===== src/rtl/dm_sba_axi_master.sv =====
// Bridges the debug module's SBA req/gnt/r_valid memory port onto single-beat AXI4 master transactions.
// One request is outstanding at a time; completion returns read data or a write acknowledge plus a bus-error flag.
module dm_sba_axi_master #(
    parameter int AXI_ID_WIDTH   = 10,
    parameter int AXI_ADDR_WIDTH = 64,
    parameter int AXI_DATA_WIDTH = 64,
    parameter int AXI_USER_WIDTH = 1,
    parameter int XLEN           = 64
) (
    input  logic                        aclk,
    input  logic                        aresetn,
    input  logic                        req_i,
    input  logic                        we_i,
    input  logic [XLEN-1:0]             addr_i,
    input  logic [XLEN-1:0]             wdata_i,
    input  logic [XLEN/8-1:0]           be_i,
    output logic                        gnt_o,
    output logic                        r_valid_o,
    output logic [XLEN-1:0]             r_rdata_o,
    output logic                        err_o,
    output logic [AXI_ID_WIDTH-1:0]     m_axi_awid,
    output logic [AXI_ADDR_WIDTH-1:0]   m_axi_awaddr,
    output logic [7:0]                  m_axi_awlen,
    output logic [2:0]                  m_axi_awsize,
    output logic [1:0]                  m_axi_awburst,
    output logic [2:0]                  m_axi_awprot,
    output logic [3:0]                  m_axi_awcache,
    output logic                        m_axi_awlock,
    output logic [3:0]                  m_axi_awqos,
    output logic [3:0]                  m_axi_awregion,
    output logic [AXI_USER_WIDTH-1:0]   m_axi_awuser,
    output logic                        m_axi_awvalid,
    input  logic                        m_axi_awready,
    output logic [AXI_DATA_WIDTH-1:0]   m_axi_wdata,
    output logic [AXI_DATA_WIDTH/8-1:0] m_axi_wstrb,
    output logic                        m_axi_wlast,
    output logic [AXI_USER_WIDTH-1:0]   m_axi_wuser,
    output logic                        m_axi_wvalid,
    input  logic                        m_axi_wready,
    input  logic [AXI_ID_WIDTH-1:0]     m_axi_bid,
    input  logic [1:0]                  m_axi_bresp,
    input  logic [AXI_USER_WIDTH-1:0]   m_axi_buser,
    input  logic                        m_axi_bvalid,
    output logic                        m_axi_bready,
    output logic [AXI_ID_WIDTH-1:0]     m_axi_arid,
    output logic [AXI_ADDR_WIDTH-1:0]   m_axi_araddr,
    output logic [7:0]                  m_axi_arlen,
    output logic [2:0]                  m_axi_arsize,
    output logic [1:0]                  m_axi_arburst,
    output logic [2:0]                  m_axi_arprot,
    output logic [3:0]                  m_axi_arcache,
    output logic                        m_axi_arlock,
    output logic [3:0]                  m_axi_arqos,
    output logic [3:0]                  m_axi_arregion,
    output logic [AXI_USER_WIDTH-1:0]   m_axi_aruser,
    output logic                        m_axi_arvalid,
    input  logic                        m_axi_arready,
    input  logic [AXI_ID_WIDTH-1:0]     m_axi_rid,
    input  logic [AXI_DATA_WIDTH-1:0]   m_axi_rdata,
    input  logic [1:0]                  m_axi_rresp,
    input  logic                        m_axi_rlast,
    input  logic [AXI_USER_WIDTH-1:0]   m_axi_ruser,
    input  logic                        m_axi_rvalid,
    output logic                        m_axi_rready
);

    localparam logic [2:0] AXI_SIZE = (XLEN == 64) ? 3'd3 : 3'd2;

    typedef enum logic [2:0] {IDLE, WR, WR_RESP, RD, RD_RESP, DONE} state_t;

    state_t            state, state_next;
    logic [XLEN-1:0]   addr_q, wdata_q, rdata_q;
    logic [XLEN/8-1:0] be_q;
    logic              aw_done, w_done, err_q;
    logic              grant, aw_hs, w_hs;
    logic              unused_inputs;

    // Grant is held off during reset so nothing is accepted before the FSM is live.
    assign grant = req_i && (state == IDLE) && aresetn;
    assign aw_hs = m_axi_awvalid && m_axi_awready;
    assign w_hs  = m_axi_wvalid && m_axi_wready;

    assign m_axi_awid     = '0;
    assign m_axi_awaddr   = AXI_ADDR_WIDTH'(addr_q);
    assign m_axi_awlen    = 8'd0;
    assign m_axi_awsize   = AXI_SIZE;
    assign m_axi_awburst  = 2'b01;
    assign m_axi_awprot   = 3'b000;
    assign m_axi_awcache  = 4'b0010;
    assign m_axi_awlock   = 1'b0;
    assign m_axi_awqos    = 4'd0;
    assign m_axi_awregion = 4'd0;
    assign m_axi_awuser   = '0;
    assign m_axi_wdata    = wdata_q;
    assign m_axi_wstrb    = be_q;
    assign m_axi_wlast    = 1'b1;
    assign m_axi_wuser    = '0;
    assign m_axi_arid     = '0;
    assign m_axi_araddr   = AXI_ADDR_WIDTH'(addr_q);
    assign m_axi_arlen    = 8'd0;
    assign m_axi_arsize   = AXI_SIZE;
    assign m_axi_arburst  = 2'b01;
    assign m_axi_arprot   = 3'b000;
    assign m_axi_arcache  = 4'b0010;
    assign m_axi_arlock   = 1'b0;
    assign m_axi_arqos    = 4'd0;
    assign m_axi_arregion = 4'd0;
    assign m_axi_aruser   = '0;
    assign r_rdata_o      = rdata_q;

    assign unused_inputs = ^{m_axi_bid, m_axi_bresp[0], m_axi_buser,
                             m_axi_rid, m_axi_rresp[0], m_axi_rlast, m_axi_ruser};

    // Valids decode straight from registered state, so an async reset drops them at once.
    always_comb begin
        state_next    = state;
        gnt_o         = grant;
        m_axi_awvalid = 1'b0;
        m_axi_wvalid  = 1'b0;
        m_axi_bready  = 1'b0;
        m_axi_arvalid = 1'b0;
        m_axi_rready  = 1'b0;
        r_valid_o     = 1'b0;
        err_o         = 1'b0;
        case (state)
            IDLE: begin
                if (grant) state_next = we_i ? WR : RD;
            end
            WR: begin
                m_axi_awvalid = !aw_done;
                m_axi_wvalid  = !w_done;
                if ((aw_done || aw_hs) && (w_done || w_hs)) state_next = WR_RESP;
            end
            WR_RESP: begin
                m_axi_bready = 1'b1;
                if (m_axi_bvalid) state_next = DONE;
            end
            RD: begin
                m_axi_arvalid = 1'b1;
                if (m_axi_arready) state_next = RD_RESP;
            end
            RD_RESP: begin
                m_axi_rready = 1'b1;
                if (m_axi_rvalid) state_next = DONE;
            end
            DONE: begin
                r_valid_o  = 1'b1;
                err_o      = err_q;
                state_next = IDLE;
            end
            default: state_next = IDLE;
        endcase
    end

    always_ff @(posedge aclk or negedge aresetn) begin
        if (!aresetn) begin
            state   <= IDLE;
            addr_q  <= '0;
            wdata_q <= '0;
            be_q    <= '0;
            rdata_q <= '0;
            aw_done <= 1'b0;
            w_done  <= 1'b0;
            err_q   <= 1'b0;
        end else begin
            state <= state_next;
            if (grant) begin
                addr_q  <= addr_i;
                wdata_q <= wdata_i;
                be_q    <= be_i;
                aw_done <= 1'b0;
                w_done  <= 1'b0;
            end
            if (aw_hs) aw_done <= 1'b1;
            if (w_hs) w_done <= 1'b1;
            if (state == WR_RESP && m_axi_bvalid) err_q <= m_axi_bresp[1];
            if (state == RD_RESP && m_axi_rvalid) begin
                rdata_q <= m_axi_rdata;
                err_q   <= m_axi_rresp[1];
            end
        end
    end

endmodule


===== config.mk =====
export PLATFORM = sky130hd
export DESIGN_NAME = dm_sba_axi_master
export DESIGN_NICKNAME = d
export VERILOG_FILES = /design/src/rtl/dm_sba_axi_master.sv
export SDC_FILE = /design/constraint.sdc
export NUM_CORES = 1
export LEC_CHECK = 0
export CORE_AREA = 2 2 226 228
export DETAILED_ROUTE_END_ITERATION = 8
export DIE_AREA = 0 0 228 230
export GPL_TIMING_DRIVEN = 0
export PLACE_DENSITY = 0.53
export SLEW_MARGIN = 40
export SYNTH_ARGS = -nofsm -noshare
export SYNTH_HDL_FRONTEND = slang
export SYNTH_SLANG_ARGS = --single-unit

===== constraint.sdc =====
create_clock -name aclk -period 2.26 [get_ports aclk]
set_input_delay 0.452 -clock aclk [delete_from_list [all_inputs] [get_ports aclk]]
set_output_delay 0.452 -clock aclk [all_outputs]
set_load 0.01 [all_outputs]

==> run_results.csv, run 1 <==
group,metric,value,unit
outcome,status,"finished clean",
drt,route.detailed.vias_per_inst,3.47,
worst_setup_path,timing.critical_path.required,1.81,ns
worst_setup_path,critical-path-top-delay-family,"buffers and inverters",
power,p_leak,7.07,nW
timing,timing_max_transition_violations_final,0,
clock_network,ctsRootBufferMaster,"clkbuf_16",
synthesis,syn_inst,613,
clock_network,cts_buffers,26,
die,die-width,228,um
power,powerDensity,1310,mW/mm2
synthesis,ys_types,32,
die,fp.dieH,230,um
worst_setup_path,critical_path.n_buffers_inverters,4,
finish,antenna-diode-count,0,
clock_network,later_pin_clock_latency_in_the_skew_report,0.53,ns
timing,clock.fmax,456,MHz
clock_network,worst_setup_hold_path_clk_slew,0.06,ns
grt,grt_pass1_wl,45000,um
clock_network,clkSinkCount,206,
clock_network,cts_max_level,1,
timing,timing.final.crit_share,97.0,%
finish,non_filler_instance_count_after_layout,1912,
job,max-cap-violations,0,
worst_setup_path,critPathMaxStageDelay,0.54,ns
finish,post_route_cells_drive_above_1_share,27.0,%
timing,timing.clock.skew,0.0146,ns
synthesis,syn_area_per_cell,14.7,um2
synthesis,synth_flop_cell,"dfrtp_1",
power,peak_supply_drop,0.776,mV
grt,grt_antenna_before_repair,0,
place,post-place-cells,1850,
clock_network,tritoncts_clock_tree,"yes",
drt,drt_pass1_iterations,4,
grt,vias_in_the_first_global_route,7193,
grt,grt_max_degree,60,
place,detailedPlacementHpwl,23500,um
drt,routed_wirelength,30100,um
timing,grt_setup_unrepaired,"yes",
synthesis,synth_seq_cells,206,
drt,routed-via-count,6632,
synthesis,async_flop_share,100,%
drt,post-route-drc-count,0,
die,fp_rows,82,
die,start_util,18.1,%
die,ioPinCount,590,
grt,groute.usage.overall,11.1,%
timing,setup_violations,0,
timing,time_the_worst_path_needs_with_i_o_delays_and_setup,2.19,ns
worst_setup_path,start_kind,"input port",
worst_setup_path,end_kind,"primary output",
worst_setup_path,cp_slowest_cell,"clkdlybuf4s50_1",
grt,grt-ovfl-total,0,
synthesis,count_of_flip_flops_with_a_built_in_enable_after_synthesis,0,
worst_setup_path,worst-endpoint-arrival,1.74,ns
die,design.core.area,0.0499,mm2
worst_setup_path,critPathMaxFanout,9,
finish,fin_nets,1456,
timing,fin_tns_setup,0,ns
synthesis,cell_area_after_synthesis,0.00903,mm2
die,die-area,0.0524,mm2
worst_setup_path,crit_type,"input port to primary output",
worst_setup_path,path_cells,"clkdlybuf4s50_1, nand3b_4, or3_4, inv_4, buf_12, buf_6",
place,port-buffer-count,482,
place,finalWeightedCongestion,0.801,
finish,flow.area_growth_from_synthesis,79.3,%
drt,drt_iter0_drc,157,
finish,fill_cells,5095,
clock_network,ctsLongestPathBuffers,3,
timing,timing_hold_violations_final,0,
hold_path,holdCritPathClass,"input port to asynchronous set/reset pin",
drt,post_drt_wl_per_cell,15.7,um
drt,ant_nets,0,
power,fin_total_pwr,21.2,mW
synthesis,synthesis.yosys.warnings,0,
synthesis,share_of_the_yosys_chip_area_belonging_to_registers,57.1,%
-- logic make-up (layout without fill, tap and decap cells) --
| family | after synthesis | count (layout) | share of synthesized area, % |
|---|---|---|---|
| other | 2 | 82 | 0.0832 |
| buffers and inverters | 172 | 719 | 15.2 |
| and+or+nand+nor | 20 | 20 | 1.54 |
| AOI/OAI and AO/OA | 9 | 9 | 0.748 |
| muxes | 204 | 204 | 25.4 |
| DFF | 206 | 206 | 57.1 |
-- cell type report --
cell class / instances / area (um2) / share of cell area [%]
Clock inverter: 6 / 57.6 / 0.355
Buffer: 170 / 1380 / 8.51
Sequential cell: 206 / 5150 / 31.8
Clock buffer: 42 / 842 / 5.20
Tap cell: 672 / 841 / 5.19
Inverter: 1 / 6.26 / 0.0386
Timing Repair Buffer: 500 / 5080 / 31.4
Multi-Input combinational cell: 315 / 2830 / 17.5
-- worst min-delay path, cell delays in order --
cell and delay [ns]:
buf_8 0.10, buf_16 0.13, buf_16 0.26
-- layer usage --
| layer | part of all wire (%) | vias up | GRT usage (%) |
|---|---|---|---|
| met5 | 0 | - | 0 |
| li1 | - | 3085 | - |
| met2 | 49 | 355 | 19.6 |
| met1 | 38 | 3161 | 12.3 |
| met4 | 2.0 | 0 | 2.55 |
| met3 | 11 | 31 | 4.79 |
-- state kept, by name, summed over array words and instances (netlist names) --
name	count
err_q	1
state	3
m_axi_araddr	64
m_axi_wdata	64
w_done	1
r_rdata_o	64
m_axi_wstrb	8
aw_done	1
-- worst paths after layout --
path / slack [ns] / to / start / cells past startpoint
max in group asynchronous: 1.33 / m_axi_wdata[49]$_DFFE_PN0P_ / aresetn / 3
worst min-delay path: 0.03 / m_axi_wdata[6]$_DFFE_PN0P_ / aresetn / 3
worst max register to register: 0.30 / m_axi_wdata[14]$_DFFE_PN0P_ / state[2]$_DFFE_PN0P_ / 7
worst min register to register: 0.48 / m_axi_wdata[51]$_DFFE_PN0P_ / m_axi_wdata[51]$_DFFE_PN0P_ / 1
worst max-delay path: 0.07 / gnt_o / req_i / 6
min in group aclk: 0.47 / err_q$_DFFE_PN0P_ / m_axi_rresp[1] / 3
-- cells in the final DEF, fill, tap and decap left out, drive strengths merged, types with 2 or more instances in the layout --
| cell | count |
|---|---|
| nor2b | 2 |
| nor3b | 2 |
| buf | 187 |
| conb | 82 |
| and2 | 3 |
| dlygate4sd2 | 4 |
| mux2i | 4 |
| dfrtp | 206 |
| nor2 | 3 |
| clkdlybuf4s50 | 473 |
| clkinv | 4 |
| dlygate4sd3 | 4 |
| mux2 | 200 |
| clkbuf | 42 |
| nand2 | 4 |
-- power by group --
part,internal [mW],switching [mW]
Combinational,6.61,3.69
Clock,2.64,1.61
Sequential,5.54,1.13
Total,14.8,6.42
-- stage by stage --
stage | hold WS [ns] | util, % | setup WS, ns | instance area (um2)
after floorplan | 0.156 | - | 0.563 | 9330
after global placement | 0.468 | 30.1 | -8.88 | 15000
after CTS | 0.0135 | 32.4 | -0.0697 | 16100
final | 0.0270 | 32.5 | 0.0676 | 16200
after detailed placement | 0.349 | 30.3 | -0.924 | 15100
after global routing | 0.0191 | 32.5 | -0.0137 | 16200
-- synth_stat cells, drive strengths merged, types with 2 or more instances --
library cell | instances | area (um2)
nor3b | 2 | 15.0
mux2i | 4 | 40.0
nand2 | 4 | 15.0
mux2 | 200 | 2250
and2 | 3 | 18.8
nor2b | 2 | 12.5
dfrtp | 206 | 5150
conb | 2 | 7.51
nor2 | 3 | 11.3
buf | 170 | 1360
-- what timing repair did --
action                                  4_1_cts  5_1_grt
hold buffers                                  7        0
gates resized for setup                      32        4
endpoints found under the setup margin        8        6
setup buffers                                 2        5
endpoints found under the hold margin        33        0
gates cloned                                  1        0
No activity file was read; power rests on OpenSTA's default activity.
==> inputs of run 2 (changes only) <==
--- a/config.mk
+++ b/config.mk
@@ -6,11 +6,13 @@
 export NUM_CORES = 1
 export LEC_CHECK = 0
 export CORE_AREA = 2 2 226 228
+export CTS_BUF_LIST = sky130_fd_sc_hd__clkbuf_8 sky130_fd_sc_hd__clkbuf_16
 export DETAILED_ROUTE_END_ITERATION = 8
 export DIE_AREA = 0 0 228 230
 export GPL_TIMING_DRIVEN = 0
-export PLACE_DENSITY = 0.53
+export PLACE_DENSITY = 0.48
 export SLEW_MARGIN = 40
 export SYNTH_ARGS = -nofsm -noshare
 export SYNTH_HDL_FRONTEND = slang
 export SYNTH_SLANG_ARGS = --single-unit
+export TNS_END_PERCENT = 30
==> run 2 against run 1 <==
Fmax shrank 0.50%. Clock power shrank 2%. Global-route usage decreased by 0.18 points. Clock skew grew 0.0070 ns. Critical endpoint is now m_axi_wvalid.
==> run_results.csv, run 2 (synthesized netlist as in run 1, its figures left out) <==
group,metric,value,unit
die,design.core.area,0.0499,mm2
power,powerDensity,1310,mW/mm2
timing,slew-limit-headroom,64.6,%
worst_setup_path,critical-path-top-delay-family,"simple AND/OR/NAND/NOR gates",
timing,tightest_slew,0.530,ns
finish,fill_cells,5091,
worst_setup_path,start_kind,"flip-flop",
finish,layout_common_cells,"clkdlybuf4s50_1, dfrtp_1, buf_4",
place,post-place-cells,1850,
worst_setup_path,critPathMaxStageDelay,0.40,ns
timing,time_the_worst_path_needs_with_i_o_delays_and_setup,2.20,ns
worst_setup_path,cp_slowest_cell,"dfrtp_1",
drt,ant_nets,0,
power,p_leak,7.01,nW
timing,fin_tns_setup,0,ns
die,die-area,0.0524,mm2
finish,layout_commonest_cell,"clkdlybuf4s50_1",
drt,routed_wirelength,29900,um
drt,routed-via-count,6594,
power,peak_supply_drop,0.883,mV
drt,post_drt_wl_per_cell,15.7,um
clock_network,clkSinkCount,206,
drt,post-route-drc-count,0,
finish,fin_nets,1449,
timing,clock.fmax,454,MHz
die,ioPinCount,590,
timing,timing_hold_violations_final,0,
die,start_util,18.1,%
clock_network,worst_setup_hold_path_clk_slew,0.06,ns
worst_setup_path,worst-endpoint-arrival,1.75,ns
job,max-cap-violations,0,
worst_setup_path,crit_type,"flip-flop to primary output",
finish,non_filler_instance_count_after_layout,1902,
drt,drt_pass1_iterations,4,
power,fin_total_pwr,21.1,mW
die,fp.dieH,230,um
grt,vias_in_the_first_global_route,6896,
clock_network,cts_max_level,1,
place,port-buffer-count,482,
timing,timing_max_transition_violations_final,0,
timing,grt_setup_unrepaired,"yes",
grt,grt_antenna_before_repair,1,
place,detailedPlacementHpwl,23400,um
outcome,status,"finished clean",
timing,worst_hold_check_slack,0.316,ns
worst_setup_path,end_kind,"primary output",
place,finalWeightedCongestion,0.760,
drt,drt_iter0_drc,158,
timing,timing.final.crit_share,97.5,%
clock_network,ctsLongestPathBuffers,3,
grt,grt_pass1_wl,44200,um
clock_network,later_pin_clock_latency_in_the_skew_report,0.55,ns
worst_setup_path,timing.critical_path.required,1.81,ns
grt,groute.usage.overall,10.9,%
grt,grt-ovfl-total,0,
worst_setup_path,critPathMaxFanout,10,
timing,setup_violations,0,
clock_network,tritoncts_clock_tree,"yes",
clock_network,ctsRootBufferMaster,"clkbuf_16",
grt,grt_max_degree,68,
finish,flow.area_growth_from_synthesis,77.6,%
hold_path,holdCritPathClass,"input port to flip-flop",
worst_setup_path,critical_path.n_buffers_inverters,2,
finish,layout.core_utilization,32.2,%
die,die-width,228,um
finish,post_route_cells_drive_above_1_share,26.5,%
die,fp_rows,82,
worst_setup_path,path_cells,"buf_6, or3b_4, nor2_1, buf_2",
clock_network,cts_buffers,26,
timing,timing.clock.skew,0.0216,ns
drt,route.detailed.vias_per_inst,3.47,
-- run 2: changes by cell type in the layout (fill, tap and decap cells not counted), sizes merged, moves of 2 or more --
cell	change
dlygate4sd3	-3
inv	+6
buf	-3
dlygate4sd2	-2
clkbuf	-8
-- run 2: power breakdown --
group | total [mW] | leakage, nW | internal, mW | switching (mW)
clock network | 4.16 | 0.445 | 2.52 | 1.64
registers | 6.68 | 2.49 | 5.54 | 1.14
logic | 10.2 | 4.08 | 6.59 | 3.63
total | 21.1 | 7.01 | 14.7 | 6.42
-- run 2: path summary, 6_finish.rpt --
kind                                        startpoint                           to  slack, ns  depth (start not counted)
setup / recovery                  state[0]$_DFFE_PN0P_                 m_axi_wvalid       0.06                          4
hold / removal                                 aresetn         state[0]$_DFFE_PN0P_       0.32                          4
setup reg to reg                  state[2]$_DFFE_PN0P_  m_axi_araddr[3]$_DFFE_PN0P_       0.30                          7
hold reg to reg            m_axi_wdata[16]$_DFFE_PN0P_  m_axi_wdata[16]$_DFFE_PN0P_       0.48                          1
max in group asynchronous                      aresetn  m_axi_wdata[11]$_DFFE_PN0P_       0.89                          4
min in group asynchronous                      aresetn     r_rdata_o[9]$_DFFE_PN0P_       0.79                          3
-- run 2: final cells by class --
class	instances	area, um2	area share, %
Clock inverter	12	103	0.640
Inverter	1	6.26	0.0390
Buffer	170	1380	8.62
Timing Repair Buffer	493	4970	31.0
Antenna cell	1	2.50	0.0156
Multi-Input combinational cell	315	2830	17.6
Clock buffer	32	744	4.64
Tap cell	672	841	5.24
Sequential cell	206	5150	32.1
-- run 2: routing by layer --
| metal | track usage [%] | wire (um) | vias to the layer above |
|---|---|---|---|
| met5 | 0 | 13 | - |
| met4 | 2.82 | 683 | 2 |
| met3 | 5.13 | 3330 | 39 |
| met2 | 18.8 | 14500 | 344 |
| met1 | 12.1 | 11400 | 3136 |
| li1 | - | - | 3073 |
-- run 2: tightest hold or removal path: cells and delay by family --
| kind | cells | cell delay, ns |
|---|---|---|
| AO/OA/AOI/OAI | 2 | 0.19 |
| buffers and inverters | 1 | 0.10 |
| AND/OR/NAND/NOR | 1 | 0.08 |
-- run 2: per-stage QoR --
stage	setup WS, ns	cell area [um2]
floorplan	0.563	9330
global placement	-9.12	15000
detailed placement	-0.760	15100
CTS	-0.104	16000
global route	-0.0282	16000
finish	0.0566	16000
-- run 2: timing repair --
action / CTS / global route
hold buffers: 2 / 0
hold endpoints to repair: 52 / 0
resized for setup: 33 / 7
endpoints found under the setup margin: 8 / 6
buffers inserted: 2 / 4
==> inputs of run 3 (changes only) <==
--- a/config.mk
+++ b/config.mk
@@ -10,7 +10,7 @@
 export DETAILED_ROUTE_END_ITERATION = 8
 export DIE_AREA = 0 0 228 230
 export GPL_TIMING_DRIVEN = 0
-export PLACE_DENSITY = 0.48
+export PLACE_DENSITY = 0.52
 export SLEW_MARGIN = 40
 export SYNTH_ARGS = -nofsm -noshare
 export SYNTH_HDL_FRONTEND = slang
==> run 3 against run 2 <==
Die area unchanged. Flip-flop and latch count unchanged. Routed wire length grew 1.1%. Count of clock-buffer cells in the layout increased by 2. Via count grew 0.70%. Combinational power barely moved. Setup slack improved by 0.022 ns. Clock power is 1% higher. Cell count grew 0.53%. Highest routed layer unchanged.
==> run_results.csv, run 3 (synthesized netlist as in run 1, its figures left out) <==
group,metric,value,unit
hold_path,holdCritPathClass,"input port to flip-flop",
drt,routed-via-count,6640,
die,fp_rows,82,
drt,drt_pass1_iterations,4,
drt,drt_iter0_drc,158,
worst_setup_path,path_cells,"buf_6, or3b_4, nor2_1, buf_2",
clock_network,ctsRootBufferMaster,"clkbuf_16",
finish,flow.area_growth_from_synthesis,79.0,%
clock_network,worst_setup_hold_path_clk_slew,0.06,ns
outcome,status,"finished clean",
clock_network,later_pin_clock_latency_in_the_skew_report,0.54,ns
grt,groute.usage.overall,11.1,%
die,design.core.area,0.0499,mm2
worst_setup_path,end_kind,"primary output",
drt,route.detailed.vias_per_inst,3.47,
grt,grt_max_degree,65,
grt,grt-ovfl-total,0,
place,detailedPlacementHpwl,23600,um
power,p_leak,7.08,nW
timing,clock.fmax,458,MHz
timing,timing.final.crit_share,96.5,%
grt,grt_antenna_before_repair,1,
clock_network,clkSinkCount,206,
clock_network,cts_buffers,26,
worst_setup_path,ff2ff_setup_slack,0.30,ns
place,port-buffer-count,482,
timing,grt_setup_unrepaired,"yes",
clock_network,ctsLongestPathBuffers,3,
timing,timing_max_transition_violations_final,0,
worst_setup_path,start_kind,"flip-flop",
worst_setup_path,critPathMaxStageDelay,0.41,ns
die,start_util,18.1,%
finish,post_route_cells_drive_above_1_share,26.7,%
finish,final_area,0.0162,mm2
grt,vias_in_the_first_global_route,7011,
worst_setup_path,critical-path-top-delay-family,"simple AND/OR/NAND/NOR gates",
timing,setup_violations,0,
finish,layout.core_utilization,32.4,%
drt,post_drt_wl_per_cell,15.8,um
clock_network,cts_max_level,1,
die,fp.dieH,230,um
worst_setup_path,cp_slowest_cell,"or3b_4",
drt,routed_wirelength,30300,um
worst_setup_path,crit_type,"flip-flop to primary output",
place,detailed_place.area,0.0151,mm2
die,die-area,0.0524,mm2
finish,layout_common_cells,"clkdlybuf4s50_1, dfrtp_1, buf_4",
drt,ant_nets,0,
worst_setup_path,critical_path.n_buffers_inverters,2,
timing,time_the_worst_path_needs_with_i_o_delays_and_setup,2.18,ns
worst_setup_path,critPathMaxFanout,10,
timing,worst_hold_check_slack,0.462,ns
worst_setup_path,worst-endpoint-arrival,1.73,ns
grt,grt_pass1_wl,44800,um
clock_network,tritoncts_clock_tree,"yes",
timing,timing.clock.skew,0.00882,ns
drt,post-route-drc-count,0,
finish,layout_commonest_cell,"clkdlybuf4s50_1",
finish,fin_nets,1456,
die,ioPinCount,590,
timing,timing_hold_violations_final,0,
place,finalWeightedCongestion,0.795,
power,peak_supply_drop,0.700,mV
job,max-cap-violations,0,
power,powerDensity,1310,mW/mm2
die,die-width,228,um
finish,fill_cells,5096,
worst_setup_path,timing.critical_path.required,1.81,ns
==> run 3: final timing paths <==
kind | startpoint | end | depth (start not counted)
worst max-delay path | state[1]$_DFFE_PN0P_ | m_axi_awvalid | 4
worst min-delay path | aresetn | state[0]$_DFFE_PN0P_ | 5
worst max register to register | state[0]$_DFFE_PN0P_ | m_axi_wdata[47]$_DFFE_PN0P_ | 7
worst min register to register | m_axi_wdata[38]$_DFFE_PN0P_ | m_axi_wdata[38]$_DFFE_PN0P_ | 1
max in group asynchronous | aresetn | m_axi_araddr[11]$_DFFE_PN0P_ | 4
min in group asynchronous | aresetn | r_rdata_o[11]$_DFFE_PN0P_ | 4
==> run 3: metal layers <==
metal,vias up,share of wire [%],GRT usage [%]
met1,3172,38,12.3
li1,3089,-,-
met3,32,11,4.95
met2,345,49,19.5
met5,-,0.043,0
met4,2,2.0,2.61
==> run 3: stage by stage <==
step	setup TNS, ns	setup slack (ns)	instances	total power [mW]
2_1_floorplan	0	0.563	693	10.8
3_3_place_gp	-2980.90	-9.02	1847	17.0
3_5_place_dp	-40.86	-0.844	1850	17.1
4_1_cts	-0.0650	-0.0650	1905	21.6
5_1_grt	-0.0542	-0.0209	1910	22.4
6_report	0	0.0783	1912	21.2
==> run 3: what timing repair did <==
action,CTS,global route
hold buffers,7,0
gates resized for setup,33,6
cloned,1,0
setup endpoints to repair,10,6
hold endpoints to repair,32,0
buffers inserted,2,5
==> run 3: final cells by class <==
class / count / area [um2] / share of cell area [%]
Timing Repair Buffer: 500 / 5080 / 31.4
Inverter: 1 / 6.26 / 0.0387
Buffer: 170 / 1380 / 8.50
Multi-Input combinational cell: 315 / 2830 / 17.5
Antenna cell: 2 / 5.00 / 0.0310
Sequential cell: 206 / 5160 / 31.9
Clock buffer: 34 / 772 / 4.77
Tap cell: 672 / 841 / 5.20
Clock inverter: 12 / 100 / 0.619
==> run 3: worst register-to-register path: cells and delay by family, from the launching register on <==
family | cells | cell delay [ns]
AND/OR/NAND/NOR | 1 | 0.40
buffers and inverters | 5 | 0.73
multiplexers | 1 | 0.34
flip-flops | 1 | 0.37
==> run 3: where the power goes <==
part,internal [mW],switching (mW)
Sequential,5.55,1.19
Clock,2.59,1.62
Combinational,6.60,3.65
==> RTL edit 1, RTL diff (settings of run 2) <==
Re-encode `state_t` (6 states) as one-hot, 6 bits wide.
--- a/src/rtl/dm_sba_axi_master.sv
+++ b/src/rtl/dm_sba_axi_master.sv
@@ -67,5 +67,5 @@
     localparam logic [2:0] AXI_SIZE = (XLEN == 64) ? 3'd3 : 3'd2;
 
-    typedef enum logic [2:0] {IDLE, WR, WR_RESP, RD, RD_RESP, DONE} state_t;
+    typedef enum logic [5:0] {IDLE = 6'b000001, WR = 6'b000010, WR_RESP = 6'b000100, RD = 6'b001000, RD_RESP = 6'b010000, DONE = 6'b100000} state_t;
 
     state_t            state, state_next;
Behaviour: no difference found for any inputs over 4 cycles, from zero or initial values and one cycle with aresetn low; so few cycles prove little.
==> RTL edit 1 against run 2 <==
The run now ends with hold timing, setup timing left; register-to-register slack got worse by 0.44 ns; first-iteration DRC count increased by 39%; final area increased by 2.4%; routed wire length decreased by 2.0%; hold slack got worse by 0.53 ns; largest cell class unchanged; core utilization increased by 0.77 points; synthesized cell count increased by 2.4%; global-route usage decreased by 0.23 points; clock power decreased by 1%; largest power group unchanged; synthesized area increased by 1.7%; final cell count increased by 1.9%; worst setup slack got worse by 0.43 ns; power decreased by 4.8%; sequential cell count increased by 3; highest routed layer is now met4.
==> RTL edit 1: results (changes against run 2) <==
- **status** complete, but fails checks
- **failing checks** hold timing, setup timing
- **post-synthesis sequential area ratio** 56.9%, -0.14 points
- **most instantiated cells after synthesis** sky130_fd_sc_hd__dfrtp_1 (208), sky130_fd_sc_hd__buf_4 (146), sky130_fd_sc_hd__mux2_1 (109)
- **Setup-failing EPs final** 128, +128
- **final setup TNS** -9.27 ns, -9.27 ns
- **number of optimization iterations in the first detailed-route pass** 4, unchanged
- **Cell Count, Final, Fillers Out** 1938, +1.9%
- **number of buffers created by CTS** 26, unchanged
- **Clock Skews** 0.00895 ns, -0.0127 ns
- **complex-gate fraction of the synthesized area** 0.981%, +0.23 points
- **global-route wire length before repair** 43.6 mm, -1.4%
- **Yosys cell types** 35, +9.4%
- **number of inserted diodes** 0, -1
- **insertion delay of the later-clocked pin in the worst-skew pair** 0.54 ns
- **initial antenna violation count** 1, unchanged
- **maximum fanout along the worst path** 2, -8
- **largest net degree at the start of global routing** 64, -5.9%
- **multiplexer share of the synthesized area** 24.6%, -0.76 points
- **global-route total usage across every layer** 10.7%, -0.23 points
- **top cells by area, synth** sky130_fd_sc_hd__dfrtp_1 (57%), sky130_fd_sc_hd__mux2_1 (13%), sky130_fd_sc_hd__buf_4 (12%)
- **Port-buffer cells** 482, unchanged
- **routability congestion estimate from global placement** 0.811, +6.8%
- **dpl ws** -0.594 ns, +0.165 ns
- **CTS H-tree depth** 1, unchanged
- **arrival time of the worst setup path** 2.19 ns, +0.44 ns
- **Reg clk slew, reported paths** 0.06 ns, about the same
- **least setup slack across all paths after layout** -0.378 ns, -0.434 ns
- **total of warnings raised by yosys** 0, unchanged
- **fraction of layout cells with a size suffix above 1** 27.2%, +0.65 points
- **number of max-slew violations in the final report** 0, unchanged
- **Gate Count Post-Synth** 628, +2.4%
- **half-perimeter wire length after placement** 22.6 mm, -3.6%
- **smallest hold slack** -0.212 ns, -0.529 ns
- **share of async-settable or async-resettable flops after synthesis** 100%, unchanged
- **net count reported at finish** 1483, +2.3%
- **via count of the first global-routing pass** 6917, +0.30%
- **Slew @ Worst Pin** 0.633 ns, +0.103 ns
- **initial DRC count** 219, +39%
- **average wire length per cell after detail routing** 15.1 microns, -3.8%
- **xor-xnor portion of the synthesized cell area** 0%, unchanged
- **leakage power total** 7.34 nW, +4.7%
- **Post-Synth Adder-Cell Area** 0%, unchanged
- **number of endpoints with negative hold slack in the final report** 36, +36
- **Worst IR Drop VDD** 649 uV, -27%
- **number of buffers between clock root and the deepest sink** 3, unchanged
- **Root Driver** sky130_fd_sc_hd__clkbuf_16
- **worst hold path type** input port to asynchronous set/reset pin
- **filler cell count** 5144, +1.0%
- **via-per-instance ratio** 3.49, +0.76%
==> RTL edit 1: cell count changes in the layout (fill, tap and decap cells not counted), moves of 5 or more <==
cell                     change
sky130_fd_sc_hd__inv_1       +5
sky130_fd_sc_hd__buf_4       +9
sky130_fd_sc_hd__buf_8       -7
sky130_fd_sc_hd__buf_12     +12
==> RTL edit 1: final timing paths <==
kind | endpoint | startpoint | slack [ns] | depth (start not counted)
min in group aclk | m_axi_wdata[35] | m_axi_wdata[35] | 0.48 | 1
max | gnt_o | state[0] | -0.38 | 7
min reg2reg | m_axi_wdata[35] | m_axi_wdata[35] | 0.48 | 1
min | m_axi_araddr[15] | aresetn | -0.21 | 1
max reg2reg | m_axi_wdata[1] | state[0] | -0.14 | 9
max in group asynchronous | m_axi_wdata[2] | aresetn | 1.43 | 3
==> RTL edit 1: layer usage <==
metal,routed length (microns),track usage (%),up-vias
met5,0,0,-
met4,610,2.51,0
met3,2650,4.02,37
met2,14900,19.2,327
met1,11100,12.0,3235
li1,-,-,3171
==> RTL edit 1: through the flow <==
step	area [sq um]	utilization, %
2_1_floorplan	9490	-
3_3_place_gp	15200	30.4
3_5_place_dp	15200	30.6
4_1_cts	16400	32.9
5_1_grt	16400	32.9
6_report	16400	32.9
==> RTL edit 1: area by class of cell <==
type	count	area share, %
Inverter	4	0.0914
Timing Repair Buffer	511	31.5
Buffer	169	8.63
Sequential cell	209	31.9
Clock buffer	34	4.70
Multi-Input combinational cell	326	17.5
Clock inverter	13	0.533
Tap cell	672	5.12
==> RTL edit 1: timing repair <==
| action | in CTS | in global routing |
|---|---|---|
| hold endpoints to repair | 36 | 36 |
| pin swaps | 6 | 2 |
| resized for setup | 33 | 5 |
| setup buffers | 21 | 3 |
| setup endpoints to repair | 160 | 146 |
| gates cloned | 2 | 0 |
==> RTL edit 1: worst max-delay path: stages (launching register included) <==
cell	delay, ns
sky130_fd_sc_hd__dfstp_2	0.53
sky130_fd_sc_hd__or4b_4	0.48
sky130_fd_sc_hd__nor3_4	0.15
sky130_fd_sc_hd__nand3_2	0.11
sky130_fd_sc_hd__inv_2	0.10
sky130_fd_sc_hd__buf_12	0.10
sky130_fd_sc_hd__buf_8	0.08
sky130_fd_sc_hd__buf_6	0.09
==> RTL edit 1: cells by family (layout without fill, tap and decap cells) <==
kind of cell | Yosys count | count (layout)
AO/OA/AOI/OAI | 13 | 13
buffers and inverters | 173 | 731
multiplexers | 201 | 201
AND/OR/NAND/NOR | 30 | 30
other | 2 | 82
flip-flops | 209 | 209
==> RTL edit 1: where the power goes <==
group	total, W	internal, W	switching (W)
Sequential	0.00637	0.00536	0.00101
Clock	0.00412	0.00249	0.00163
Combinational	0.00958	0.00622	0.00336
Total	0.0201	0.0141	0.00600
==> RTL edit 2, RTL diff (config.mk and constraints of run 2) <==
Without the edit above. Set the parameter `AXI_ID_WIDTH` to 20 (it was 10).
--- a/src/rtl/dm_sba_axi_master.sv
+++ b/src/rtl/dm_sba_axi_master.sv
@@ -2,5 +2,5 @@
 // One request is outstanding at a time; completion returns read data or a write acknowledge plus a bus-error flag.
 module dm_sba_axi_master #(
-    parameter int AXI_ID_WIDTH   = 10,
+    parameter int AXI_ID_WIDTH   = 20,
     parameter int AXI_ADDR_WIDTH = 64,
     parameter int AXI_DATA_WIDTH = 64,
Interface: changed (resized m_axi_arid, m_axi_awid, m_axi_bid and m_axi_rid); port bits go from 590 to 630. The function was not compared with the original's and may differ.
==> RTL edit 2 against run 2 <==
Global-route usage increased by 0.39 points; sequential cell count unchanged; sequential share of layout area decreased by 0.32 points; power decreased by 2.0%; worst setup slack got worse by 0.0083 ns; final cell count increased by 2.1%; synthesized area increased by 1.7%; critical path depth increased by 1; final area increased by 1.0%; non-clock buffer count increased by 23; routed wire length increased by 3.0%; critical endpoint is now gnt_o.
==> RTL edit 2: results (changes against run 2) <==
- **initial DRC count** 175, +11%
- **worst hold path type** input port to asynchronous set/reset pin
- **CTS H-tree depth** 1, unchanged
- **status** complete, no violations
- **Yosys cell types** 32, unchanged
- **Worst IR Drop VDD** 758 uV, -14%
- **largest net degree at the start of global routing** 69, +1.5%
- **number of optimization iterations in the first detailed-route pass** 4, unchanged
- **total of warnings raised by yosys** 0, unchanged
- **Post-Synth Adder-Cell Area** 0%, unchanged
- **Reg clk slew, reported paths** 0.06 ns, about the same
- **global-route total usage across every layer** 11.3%, +0.39 points
- **number of buffers created by CTS** 24, -7.7%
- **via-per-instance ratio** 3.48, +0.33%
- **via count of the first global-routing pass** 7028, +1.9%
- **insertion delay of the later-clocked pin in the worst-skew pair** 0.53 ns, -0.02 ns
- **arrival time of the worst setup path** 1.76 ns
- **number of buffers between clock root and the deepest sink** 3, unchanged
- **routability congestion estimate from global placement** 0.787, +3.6%
- **number of inserted diodes** 0, -1
- **depth of the worst register-to-register path** 7, unchanged
- **top cells by area, synth** sky130_fd_sc_hd__dfrtp_1 (56%), sky130_fd_sc_hd__buf_4 (14%), sky130_fd_sc_hd__mux2_1 (13%)
- **leakage power total** 7.17 nW, +2.3%
- **complex-gate fraction of the synthesized area** 0.736%, -0.012 points
- **instance count after placement with tap cells included** 1890, +2.2%
- **most instantiated cells after synthesis** sky130_fd_sc_hd__dfrtp_1 (206), sky130_fd_sc_hd__buf_4 (173), sky130_fd_sc_hd__mux2_1 (107)
- **initial antenna violation count** 2, +1
- **Gate Count Post-Synth** 633, +3.3%
- **net count reported at finish** 1510, +4.2%
- **post-synthesis sequential area ratio** 56.1%, -0.93 points
- **average wire length per cell after detail routing** 15.9 microns, +0.87%
- **dpl ws** -0.790 ns, -0.0306 ns
- **xor-xnor portion of the synthesized cell area** 0%, unchanged
- **fraction of layout cells with a size suffix above 1** 26.6%, +0.089 points
- **Detailed Route WL** 30.8 mm, +3.0%
- **switching share of power** 31.0%, +0.56 points
- **maximum fanout along the worst path** 7, -3
- **multiplexer share of the synthesized area** 25.0%, -0.42 points
- **Clock Skews** 0.0127 ns, -0.00892 ns
- **Port-buffer cells** 482, unchanged
- **share of async-settable or async-resettable flops after synthesis** 100%, unchanged
- **filler cell count** 5062, -0.57%
- **Root Driver** sky130_fd_sc_hd__clkbuf_16
- **half-perimeter wire length after placement** 24.4 mm, +4.1%
- **global-route wire length before repair** 45.5 mm, +2.9%
RTL edit 2: cell types whose count changed after synthesis, sizes merged:
cell  delta
buf     +20
RTL edit 2: cell families (layout without fill, tap and decap cells):
family,Yosys count,after routing
compound gates,9,9
buf+inv,192,729
flops,206,206
mux,204,204
other cells,2,102
simple gates,20,20
RTL edit 2: worst paths after layout:
| kind | start | endpoint | slack [ns] |
|---|---|---|---|
| min | aresetn | r_rdata_o[42] | 0.01 |
| min in group aclk | m_axi_wdata[1] | m_axi_wdata[1] | 0.48 |
| max in group asynchronous | aresetn | m_axi_araddr[13] | 1.14 |
| max reg2reg | state[2] | m_axi_wdata[28] | 0.22 |
| min reg2reg | m_axi_wdata[1] | m_axi_wdata[1] | 0.48 |
| max | state[2] | gnt_o | 0.05 |
RTL edit 2: area by class of cell:
cell class              instances  area, sq um  area share [%]
multi-input cells             335         2900            17.9
inverters                       1         6.26          0.0386
well taps                     672          841            5.19
flip-flops and latches        206         5150            31.8
clock buffers                  29          681            4.20
repair buffers                496         5040            31.1
plain buffers                 190         1530            9.42
clock inverters                13         51.3           0.317
RTL edit 2: repair_timing:
| action | 4_1_cts | 5_1_grt |
|---|---|---|
| gates cloned | 1 | 0 |
| hold buffers | 5 | 0 |
| endpoints found under the setup margin | 8 | 6 |
| endpoints found under the hold margin | 35 | 0 |
| pin swaps | 0 | 1 |
| gates resized for setup | 27 | 10 |
| setup buffers | 1 | 4 |
RTL edit 2: metrics by stage:
stage          hold WS (ns)  area [sq um]
2_1_floorplan         0.156          9560
3_3_place_gp          0.468         15200
3_5_place_dp          0.354         15300
4_1_cts              0.0105         16200
5_1_grt              0.0290         16200
6_report            0.00987         16200
RTL edit 2: critical path, stage by stage, from the launching register on:
cell	delay, ns
sky130_fd_sc_hd__dfrtp_1	0.39
sky130_fd_sc_hd__nand3b_4	0.17
sky130_fd_sc_hd__or3_4	0.39
sky130_fd_sc_hd__inv_4	0.09
sky130_fd_sc_hd__buf_12	0.11
sky130_fd_sc_hd__buf_6	0.09
RTL edit 2: power by group through the flow:
| stage | sequential (W) | clock, W | combinational, W |
|---|---|---|---|
| global placement | 0.00672 | 0 | 0.0104 |
| global route | 0.00697 | 0.00397 | 0.0110 |
| detailed placement | 0.00677 | 0 | 0.0104 |
| finish | 0.00669 | 0.00364 | 0.0103 |
| floorplan | 0.00741 | 0 | 0.00341 |
| CTS | 0.00674 | 0.00380 | 0.0105 |
RTL edit 2: routing by layer:
| metal | GRT usage, % | up-vias | share of wire [%] |
|---|---|---|---|
| li1 | - | 3138 | - |
| met1 | 12.6 | 3207 | 38 |
| met2 | 19.6 | 363 | 49 |
| met3 | 4.97 | 43 | 11 |
| met4 | 3.08 | 4 | 2.0 |
| met5 | 0 | - | 0.088 |
